===== src/rtl/cordic_pkg.sv =====
// Shared definitions for the CORDIC scheduler: FSM encoding, default sizing
// and the scaler sign polarity.
package cordic_pkg;

    typedef enum logic [2:0] {
        ST_IDLE    = 3'd0,
        ST_SCALE   = 3'd1,
        ST_INIT    = 3'd2,
        ST_ITER    = 3'd3,
        ST_CAPTURE = 3'd4,
        ST_HOLD    = 3'd5
    } state_t;

    localparam int DEF_ITERATIONS = 16;
    localparam int DEF_IDX_WIDTH  = 5;

    // scl_sign value meaning "keep the core result as is"
    localparam logic SIGN_POS = 1'b1;

    // last-served pointer after reset: req1, so req0 wins the first tie
    localparam logic LAST_RESET = 1'b1;

endpackage


===== src/rtl/cordic_scheduler_if.sv =====
// Request and result handshakes of the CORDIC scheduler. The slave side is
// the scheduler; the master side is the requesters plus the result consumer.
interface cordic_scheduler_if #(
    parameter int DATA_WIDTH = 32
);
    logic                  req0_valid;
    logic                  req0_ready;
    logic [DATA_WIDTH-1:0] req0_angle;
    logic                  req1_valid;
    logic                  req1_ready;
    logic [DATA_WIDTH-1:0] req1_angle;

    logic                  out_valid;
    logic                  out_ready;
    logic [DATA_WIDTH-1:0] out_cos;
    logic [DATA_WIDTH-1:0] out_sin;
    logic                  out_tag;

    modport master (
        output req0_valid, req0_angle, req1_valid, req1_angle, out_ready,
        input  req0_ready, req1_ready, out_valid, out_cos, out_sin, out_tag
    );

    modport slave (
        input  req0_valid, req0_angle, req1_valid, req1_angle, out_ready,
        output req0_ready, req1_ready, out_valid, out_cos, out_sin, out_tag
    );

endinterface


===== src/rtl/cordic_rr_arb.sv =====
// Two-way round-robin arbiter. A lone requester always wins; on a tie the
// requester that was not served last wins.
module cordic_rr_arb
    import cordic_pkg::*;
(
    input  logic valid0,
    input  logic valid1,
    input  logic last,
    input  logic en,
    output logic grant,
    output logic gnt_valid
);

    // grant selection and qualification
    always_comb begin
        grant = 1'b0;
        if (valid0 && valid1)
            grant = ~last;
        else if (valid1)
            grant = 1'b1;
        gnt_valid = en & (valid0 | valid1);
    end

endmodule


===== src/rtl/cordic_scheduler.sv =====
// Scheduler/sequencer for the shared CORDIC datapath: arbitrates two angle
// requesters, strobes the scaler, steps the iterative core ITERATIONS times
// and returns sign-corrected cos/sin with the requester tag.
module cordic_scheduler
    import cordic_pkg::*;
#(
    parameter int DATA_WIDTH = 32,
    parameter int ITERATIONS = DEF_ITERATIONS,
    parameter int IDX_WIDTH  = DEF_IDX_WIDTH
) (
    input  logic                  clk,
    input  logic                  rst,
    input  logic                  clk_en,
    cordic_scheduler_if.slave     bus,
    output logic [DATA_WIDTH-1:0] scl_angle,
    output logic                  scl_load,
    input  logic                  scl_sign,
    output logic                  core_init,
    output logic                  core_step,
    output logic [IDX_WIDTH-1:0]  core_idx,
    input  logic [DATA_WIDTH-1:0] core_x,
    input  logic [DATA_WIDTH-1:0] core_y
);

    localparam logic [IDX_WIDTH-1:0] IDX_LAST = IDX_WIDTH'(ITERATIONS - 1);

    state_t                state;
    state_t                state_nxt;
    logic [IDX_WIDTH-1:0]  idx;
    logic                  sign_q;
    logic                  tag_q;
    logic                  last;
    logic [DATA_WIDTH-1:0] cos_q;
    logic [DATA_WIDTH-1:0] sin_q;
    logic                  otag_q;
    logic                  grant;
    logic                  gnt_valid;
    logic                  arb_en;
    logic                  ready0;
    logic                  ready1;

    // Arbitration only counts while idle, enabled and out of reset, so a
    // grant is always a real handshake.
    assign arb_en = (state == ST_IDLE) & clk_en & ~rst;

    cordic_rr_arb u_arb (
        .valid0    (bus.req0_valid),
        .valid1    (bus.req1_valid),
        .last      (last),
        .en        (arb_en),
        .grant     (grant),
        .gnt_valid (gnt_valid)
    );

    // state register
    always_ff @(posedge clk) begin
        if (rst)
            state <= ST_IDLE;
        else
            state <= state_nxt;
    end

    // next state and strobes; nothing moves or fires while clk_en is low
    always_comb begin
        state_nxt = state;
        scl_load  = 1'b0;
        core_init = 1'b0;
        core_step = 1'b0;
        ready0    = 1'b0;
        ready1    = 1'b0;
        if (clk_en && !rst) begin
            case (state)
                ST_IDLE: begin
                    ready0 = gnt_valid & ~grant;
                    ready1 = gnt_valid & grant;
                    if (gnt_valid)
                        state_nxt = ST_SCALE;
                end
                ST_SCALE: begin
                    scl_load  = 1'b1;
                    state_nxt = ST_INIT;
                end
                ST_INIT: begin
                    core_init = 1'b1;
                    state_nxt = ST_ITER;
                end
                ST_ITER: begin
                    core_step = 1'b1;
                    if (idx == IDX_LAST)
                        state_nxt = ST_CAPTURE;
                end
                ST_CAPTURE: state_nxt = ST_HOLD;
                ST_HOLD: begin
                    if (bus.out_ready)
                        state_nxt = ST_IDLE;
                end
                default: state_nxt = ST_IDLE;
            endcase
        end
    end

    // Request capture, iteration counter, result registers and the
    // last-served pointer. The counter returns to 0 after the final step so
    // core_idx reads 0 outside ITER.
    always_ff @(posedge clk) begin
        if (rst) begin
            scl_angle <= '0;
            idx       <= '0;
            sign_q    <= SIGN_POS;
            tag_q     <= 1'b0;
            last      <= LAST_RESET;
            cos_q     <= '0;
            sin_q     <= '0;
            otag_q    <= 1'b0;
        end else if (clk_en) begin
            case (state)
                ST_IDLE: begin
                    if (gnt_valid) begin
                        scl_angle <= grant ? bus.req1_angle : bus.req0_angle;
                        tag_q     <= grant;
                    end
                end
                ST_INIT: begin
                    sign_q <= scl_sign;
                    idx    <= '0;
                end
                ST_ITER: idx <= (idx == IDX_LAST) ? '0 : idx + IDX_WIDTH'(1);
                ST_CAPTURE: begin
                    cos_q  <= (sign_q == SIGN_POS) ? core_x : -core_x;
                    sin_q  <= (sign_q == SIGN_POS) ? core_y : -core_y;
                    otag_q <= tag_q;
                end
                ST_HOLD: begin
                    if (bus.out_ready)
                        last <= otag_q;
                end
                default: ;
            endcase
        end
    end

    assign core_idx       = idx;
    assign bus.req0_ready = ready0;
    assign bus.req1_ready = ready1;
    assign bus.out_valid  = (state == ST_HOLD);
    assign bus.out_cos    = cos_q;
    assign bus.out_sin    = sin_q;
    assign bus.out_tag    = otag_q;

endmodule


===== src/flat_wrapper.sv =====
// flat-port wrapper written by rule: the top's interface ports become plain ports
module cordic_scheduler_flat import cordic_pkg::*;
#(
    parameter int DATA_WIDTH = 32,
    parameter int ITERATIONS = DEF_ITERATIONS,
    parameter int IDX_WIDTH  = DEF_IDX_WIDTH
)
  (clk, rst, clk_en, scl_angle, scl_load, scl_sign, core_init, core_step, core_idx, core_x, core_y, bus_req0_valid, bus_req0_angle, bus_req1_valid, bus_req1_angle, bus_out_ready, bus_req0_ready, bus_req1_ready, bus_out_valid, bus_out_cos, bus_out_sin, bus_out_tag);
  cordic_scheduler_if #(.DATA_WIDTH(DATA_WIDTH)) bus_i ();
  input  logic clk;
  input  logic rst;
  input  logic clk_en;
  output logic [DATA_WIDTH-1:0] scl_angle;
  output logic scl_load;
  input  logic scl_sign;
  output logic core_init;
  output logic core_step;
  output logic [IDX_WIDTH-1:0] core_idx;
  input  logic [DATA_WIDTH-1:0] core_x;
  input  logic [DATA_WIDTH-1:0] core_y;
  input wire logic [$bits(bus_i.req0_valid)-1:0] bus_req0_valid;
  input wire logic [$bits(bus_i.req0_angle)-1:0] bus_req0_angle;
  input wire logic [$bits(bus_i.req1_valid)-1:0] bus_req1_valid;
  input wire logic [$bits(bus_i.req1_angle)-1:0] bus_req1_angle;
  input wire logic [$bits(bus_i.out_ready)-1:0] bus_out_ready;
  output wire logic [$bits(bus_i.req0_ready)-1:0] bus_req0_ready;
  output wire logic [$bits(bus_i.req1_ready)-1:0] bus_req1_ready;
  output wire logic [$bits(bus_i.out_valid)-1:0] bus_out_valid;
  output wire logic [$bits(bus_i.out_cos)-1:0] bus_out_cos;
  output wire logic [$bits(bus_i.out_sin)-1:0] bus_out_sin;
  output wire logic [$bits(bus_i.out_tag)-1:0] bus_out_tag;
  assign bus_i.req0_valid = bus_req0_valid;
  assign bus_i.req0_angle = bus_req0_angle;
  assign bus_i.req1_valid = bus_req1_valid;
  assign bus_i.req1_angle = bus_req1_angle;
  assign bus_i.out_ready = bus_out_ready;
  assign bus_req0_ready = bus_i.req0_ready;
  assign bus_req1_ready = bus_i.req1_ready;
  assign bus_out_valid = bus_i.out_valid;
  assign bus_out_cos = bus_i.out_cos;
  assign bus_out_sin = bus_i.out_sin;
  assign bus_out_tag = bus_i.out_tag;
  cordic_scheduler #(.DATA_WIDTH(DATA_WIDTH), .ITERATIONS(ITERATIONS), .IDX_WIDTH(IDX_WIDTH)) u_core (.clk(clk), .rst(rst), .clk_en(clk_en), .bus(bus_i), .scl_angle(scl_angle), .scl_load(scl_load), .scl_sign(scl_sign), .core_init(core_init), .core_step(core_step), .core_idx(core_idx), .core_x(core_x), .core_y(core_y));
endmodule

===== config.mk =====
export PLATFORM = sky130hd
export DESIGN_NAME = cordic_scheduler_flat
export DESIGN_NICKNAME = d
export VERILOG_FILES = /design/src/rtl/cordic_pkg.sv /design/src/rtl/cordic_scheduler_if.sv /design/src/rtl/cordic_rr_arb.sv /design/src/rtl/cordic_scheduler.sv /design/src/flat_wrapper.sv
export SDC_FILE = /design/constraint.sdc
export NUM_CORES = 1
export LEC_CHECK = 0
export CAP_MARGIN = 5
export CELL_PAD_IN_SITES_DETAIL_PLACEMENT = 1
export CELL_PAD_IN_SITES_GLOBAL_PLACEMENT = 2
export CORE_ASPECT_RATIO = 0.5
export CORE_UTILIZATION = 21
export DETAILED_ROUTE_END_ITERATION = 10
export PLACE_DENSITY = 0.82
export SYNTH_ARGS = -nofsm -noshare
export SYNTH_HDL_FRONTEND = slang
export SYNTH_SLANG_ARGS = --single-unit
export TNS_END_PERCENT = 5

===== constraint.sdc =====
create_clock -name clk -period 2 [get_ports clk]
set_clock_uncertainty 0.2 [all_clocks]
set_input_delay 0.2 -clock clk [delete_from_list [all_inputs] [get_ports clk]]
set_output_delay 0.2 -clock clk [all_outputs]
set_load 0.005 [all_outputs]

; Word-level counts from Yosys, hierarchy flattened
; Index checks and enable logic that the tools add are counted.
[op_classes]
addsub = 3
mux = 21
n_reduce_logical = 11
n_eq_ne = 9
n_bitwise = 9
[ops]
columns = cell, n
row1 = 32-bit 2-to-1 mux, 3
row2 = 32-bit negation, 2
row3 = 3-bit case mux with 6 select lines, 1
row4 = 1-bit 2-to-1 mux, 12
row5 = 5-bit case mux with 2 select lines, 1
row6 = 3-bit 2-to-1 mux, 3
row7 = "3-bit by 2-bit equality test with 1-bit output, second input constant", 2
row8 = "3-bit equality test, second input constant", 2
row9 = 2-bit AND reduction, 3
row10 = 3-bit AND reduction, 2
row11 = "5-bit by 1-bit adder with 5-bit output, second input constant", 1
row12 = 1-bit AND, 5
row13 = "5-bit by 4-bit equality test with 1-bit output, second input constant", 1
row14 = 5-bit 2-to-1 mux, 1
row15 = "2-bit by 1-bit inequality test with 1-bit output, second input constant", 2
row16 = 4-bit AND reduction, 1
row17 = "3-bit by 1-bit equality test with 1-bit output, second input constant", 1
row18 = 3-bit logical NOT, 1
row19 = 1-bit inverter, 3
row20 = 1-bit logical AND, 2
row21 = "2-bit inequality test, second input constant", 1
row22 = 2-bit nonzero test, 1
row23 = 1-bit logical NOT, 1
row24 = 1-bit bitwise OR, 1
[word_totals]
ff_bits = 108
inputBits = 135
out_inout_bits = 108
elab_cells = 62

; Longest topological paths before layout
; Gate-level depths: netlist (run 1).
[logic_depth]
ltp_word = 7
mapped_depth = 8
mapped_depth_nobuf = 7

; Cells and area by module
; From an unflattened synthesis (run 1), not the netlist that was laid out.
[hier_totals]
cells_unflattened = 705
hier_area_um2 = 5729.2
[by_module_without_submodules]
columns = module, area_per_inst_um2, seq_area_each_um2, cells_per_inst, instances
row1 = cordic_scheduler, 5710.5, 2162.1, 703, 1
row2 = cordic_rr_arb, 18.8, 0.0, 2, 1

; Least setup slack after synthesis (run 1)
; Ideal clock, no wire load.
[synth_path]
kind = register to register
start = register u_core.idx[0] (netlist: u_core.core_idx[0])
end = register u_core.state[2]
setup_ns = 0.117
t_arrival_ns = 1.730
period_less_slack_ns = 2.048
path_stages_with_launch = 7
required_ns = 1.683
path_buffers = 0
path_slack_ns = -0.048
cell_sequence = dfxtp_1 ha_1 nand3_1 o21a_1 a2111oi_2 o21ai_1 a32o_1
[synth_via]
elab_chain_cells = 3
[synth_rtl]
columns = element, line_no
row1 = "start, declared", cordic_scheduler.sv:29  ; logic [IDX_WIDTH-1:0] idx;
row2 = "start signal, assigned", cordic_scheduler.sv:127  ; ST_ITER: idx <= (idx == IDX_LAST) ? '0 : idx + IDX_WIDTH'(1);
row3 = 5-bit by 4-bit equality test with 1-bit output, cordic_scheduler.sv:89  ; if (idx == IDX_LAST)
row4 = 2-bit by 1-bit inequality test with 1-bit output (no source line), --
row5 = 4-bit AND reduction (no source line), --
row6 = "end signal, assigned", cordic_scheduler.sv:60  ; state <= state_nxt;
row7 = "end, declared", cordic_scheduler.sv:27  ; state_t state;
; No other way between the ends.
; A chain may end at the register's enable or synchronous reset.

; Worst setup path in the final report (run 1)
[layout_path]
start = register u_core.state[1]
end = register u_core.state[0]
[layout_via]
elab_chain_cells = 6
elab_cells_between_ends = 14
cone_classes = 8 x eq/ne / 1 x mux / 3 x bitwise / 2 x reduce/logical
[layout_rtl]
columns = element, line_no
row1 = 3-bit logical NOT, "cordic_scheduler.sv:44, cordic_scheduler.sv:72"
row2 = 1-bit AND (2 in series), cordic_scheduler.sv:44  ; assign arb_en = (state == ST_IDLE) & clk_en & ~rst;
row3 = 1-bit AND, cordic_rr_arb.sv:21  ; gnt_valid = en & (valid0 | valid1);
row4 = 2-bit by 1-bit inequality test with 1-bit output (no source line), --
row5 = 4-bit AND reduction (no source line), --
; Several ways; a longest one is shown, not always the timed one.

==> results of run 1 <==
## per-layer routing
metal	GRT usage, %	vias up	routed length, um
li1	-	3086	-
met1	20.2	3128	10100
met2	32.4	129	12600
met3	2.86	36	761
met4	7.02	0	618
met5	0	-	0
## synth_stat cells (all sizes together) (2+ instances only)
cell,n
dfxtp,108
nor2,93
a21oi,55
xnor2,47
clkbuf,36
a222oi,32
o21ai,31
a211oi,26
nand2,25
nor3,22
inv,19
a31oi,15
buf,15
nor4,14
and3,13
mux2i,13
o22ai,10
a41oi,9
or4,8
nand3,7
or3,6
nand2b,4
nand4,4
nor2b,4
nor3b,4
ha,3
nand3b,3
a2bb2oi,2
## layout make-up
cell class / count / area share, %
antenna: 2 / 0.0513
clock buffer: 10 / 2.45
clock inverter: 6 / 0.705
inverter: 19 / 0.730
multi-input combinational: 468 / 32.6
sequential: 108 / 22.3
tap: 344 / 4.41
timing repair buffer: 376 / 36.8
## timing repair
| action | CTS | global route |
|---|---|---|
| resized for setup | 29 | 42 |
| gates cloned | 0 | 1 |
| setup endpoints to repair | 32 | 54 |
| setup buffers | 0 | 10 |
| pin swaps | 3 | 16 |
## registers in the layout (all words and copies together) (netlist names)
| signal | flops |
|---|---|
| u_core.tag_q | 1 |
| u_core.scl_angle | 32 |
| u_core.core_idx | 5 |
| u_core.bus.out_sin | 32 |
| u_core.state | 3 |
| u_core.bus.out_tag | 1 |
| u_core.last | 1 |
| u_core.sign_q | 1 |
| u_core.bus.out_cos | 32 |
## logic make-up after synthesis
kind of cell / Yosys count / share of synthesized area [%]
AOI/OAI and AO/OA: 192 / 24.0
xor gates and xnor gates: 47 / 7.49
adders and majority gates: 3 / 0.683
buffers and inverters: 71 / 5.87
DFF: 108 / 39.3
muxes: 13 / 2.37
and+or+nand+nor: 213 / 20.3
## metrics by stage
stage | util [%] | worst slack [ns]
after floorplan | - | 0.0120
after global placement | 36.1 | -0.578
after detailed placement | 36.1 | -0.683
after CTS | 37.5 | -0.0928
after global routing | 38.4 | -0.0760
final | 38.4 | 0.00302
## report_power, final
| part | internal, mW | switching [mW] |
|---|---|---|
| sequential | 2.20 | 0.0365 |
| clock | 1.02 | 0.926 |
| combinational | 0.712 | 0.566 |
## how the worst min path moves through the flow
stage	cells after the start	to	slack, ns	start
CTS	3	u_core.scl_angle[27]$_SDFFE_PP0P_	0.09	rst
global route	3	u_core.bus.out_cos[6]$_SDFFE_PP0P_	0.007	core_x[6]
global placement	2	u_core.bus.out_sin[12]$_SDFFE_PP0P_	0.24	u_core.bus.out_sin[12]$_SDFFE_PP0P_
floorplan	2	u_core.bus.out_cos[0]$_SDFFE_PP0P_	0.14	core_x[0]
finish	3	u_core.bus.out_cos[6]$_SDFFE_PP0P_	0.01	core_x[6]
detailed placement	2	u_core.bus.out_sin[25]$_SDFFE_PP0P_	0.24	u_core.bus.out_sin[25]$_SDFFE_PP0P_
## worst max-delay path, delay by kind of cell, from the launching register on
| family | cells | cell delay, ns |
|---|---|---|
| muxes | 1 | 0.18 |
| and+or+nand+nor | 2 | 0.28 |
| AOI/OAI and AO/OA | 2 | 0.50 |
| DFF | 1 | 0.37 |
| buffers and inverters | 2 | 0.35 |
==> metrics.cfg, run 1 <==
[timing]
hold_viol_final = 0
grt_setup_unrepaired = yes
drv_slew = 0
maxClockFrequency_mhz = 501
tightest_slew_ns = 0.454
fin_hold_ws_ns = 0.0115
setup_viol = 0
period_needed_ns = 2.00
slew_headroom_pct = 69.4
finalSetupTns_ns = 0
fin_crit_sh_pct = 99.8

[yosys]
syn-num-nets = 785
ys_top_cells_by_area = dfxtp_1 39%, xnor2_1 7.5%, nor2_1 6.3%
synth_largest_area_cell = dfxtp_1
ys_seq_area_share_pct = 39.3
syn-cell-area_sq_mm = 0.00550
ys.warnings.count = 0
async_reset_ff_share_pct = 0
synth.avg_cell_area_sq_um = 8.50
synth-edff-count = 0
synth_ff_type = dfxtp_1
synthCells = 647
netlist.area_leader.share_pct = 39.3
synth_cell_types = 59
synth_seq_cells = 108

[setup_path]
cpMostUsedCell = buf_4
timing.rr.end = u_core.state[0]$_SDFFE_PP0P_
cp_max_fo = 4
reg2reg_depth = 7
slowest_delay_ns = 0.37
cp_cell_sequence = nor3b_4 -> buf_4 -> o2111ai_4 -> a2111oi_4 -> buf_4 -> mux2i_1 -> nor2_1
crit-reg2reg-launch = u_core.state[1]$_SDFFE_PP0P_
cp.arrival_ns = 2.05
slowest_stage = dfxtp_4
end_kind = flop
endpoint = u_core.state[0]$_SDFFE_PP0P_
worstSetupPathType = reg2reg
critPathRequiredTime_ns = 2.06
startpoint = u_core.state[1]$_SDFFE_PP0P_
timing.reg2reg.setup_slack_ns = 0.003
start_kind = flop

[floorplan]
rows = 41
dieArea_sq_mm = 0.0269
coreArea_sq_mm = 0.0254
fp.dieH_um = 116
pin_count = 243
initial_core_util_pct = 21.6
fp.dieW_um = 231

[detailed_routing]
vias = 6379
drtPass1Iterations = 5
wl_per_cell_um = 18.1
viasPerCell = 4.79
drt_iter0_drc = 431
drtAntennaViolNets = 0
drc = 0
wl_mm = 24.1

[finish]
final_common_cell = clkdlybuf4s50_1
fill_cells = 2952
multiInputGateArea_sq_mm = 0.00319
drive_above_1_share_pct = 20.1
instances_no_fill = 1333
design_area_sq_mm = 0.00976
finalNetCount = 1120
ff_latch_area_sq_mm = 0.00217
final_cell_mix = 219 x clkdlybuf4s50_1, 117 x buf_4, 103 x dfxtp_1, 92 x nor2_1, 53 x a21oi_1
area_growth_syn_to_layout_pct = 77.6

[global_routing]
grt_pass1_wl_mm = 36.4
grt_max_degree = 77
grt_pass1_vias = 6612
antenna_found_initial = 2
track_usage_pct = 17.4
grt-ovfl-total = 0

[cts]
clock_sinks = 108
htreeDepth = 3
cts_hold_repair.buffers = 0
insertion_delay_ns = 0.37
clkTransAtPathRegs_ns = 0.08
cts_tree = done
root_buffer = clkbuf_16
numCtsBuffers = 9
cts.path.max_buffers = 2

[flow_run]
cap_violations = 0

[outcome]
status = finished, final reports clean

[place]
place_congestion = 0.835
port_buffers = 242
dp.final_hpwl_mm = 18.0
dpl-instance-area_sq_mm = 0.00918
dpl.cell_count = 1305

[power]
leakage_nw = 3.74
ir_drop_v = 0.000551
cellPowerDensity_mw_per_mm2 = 560
power_mw = 5.46

[hold_path]
hp-class = in2reg

Note: power is estimated with default switching activity, not from simulation.
==> inputs of run 2 (changes only) <==
CTS_CLUSTER_SIZE = 14   (was not set)
==> results of run 2 <==
Final layout, timing and power as in run 1 (identical DEF).
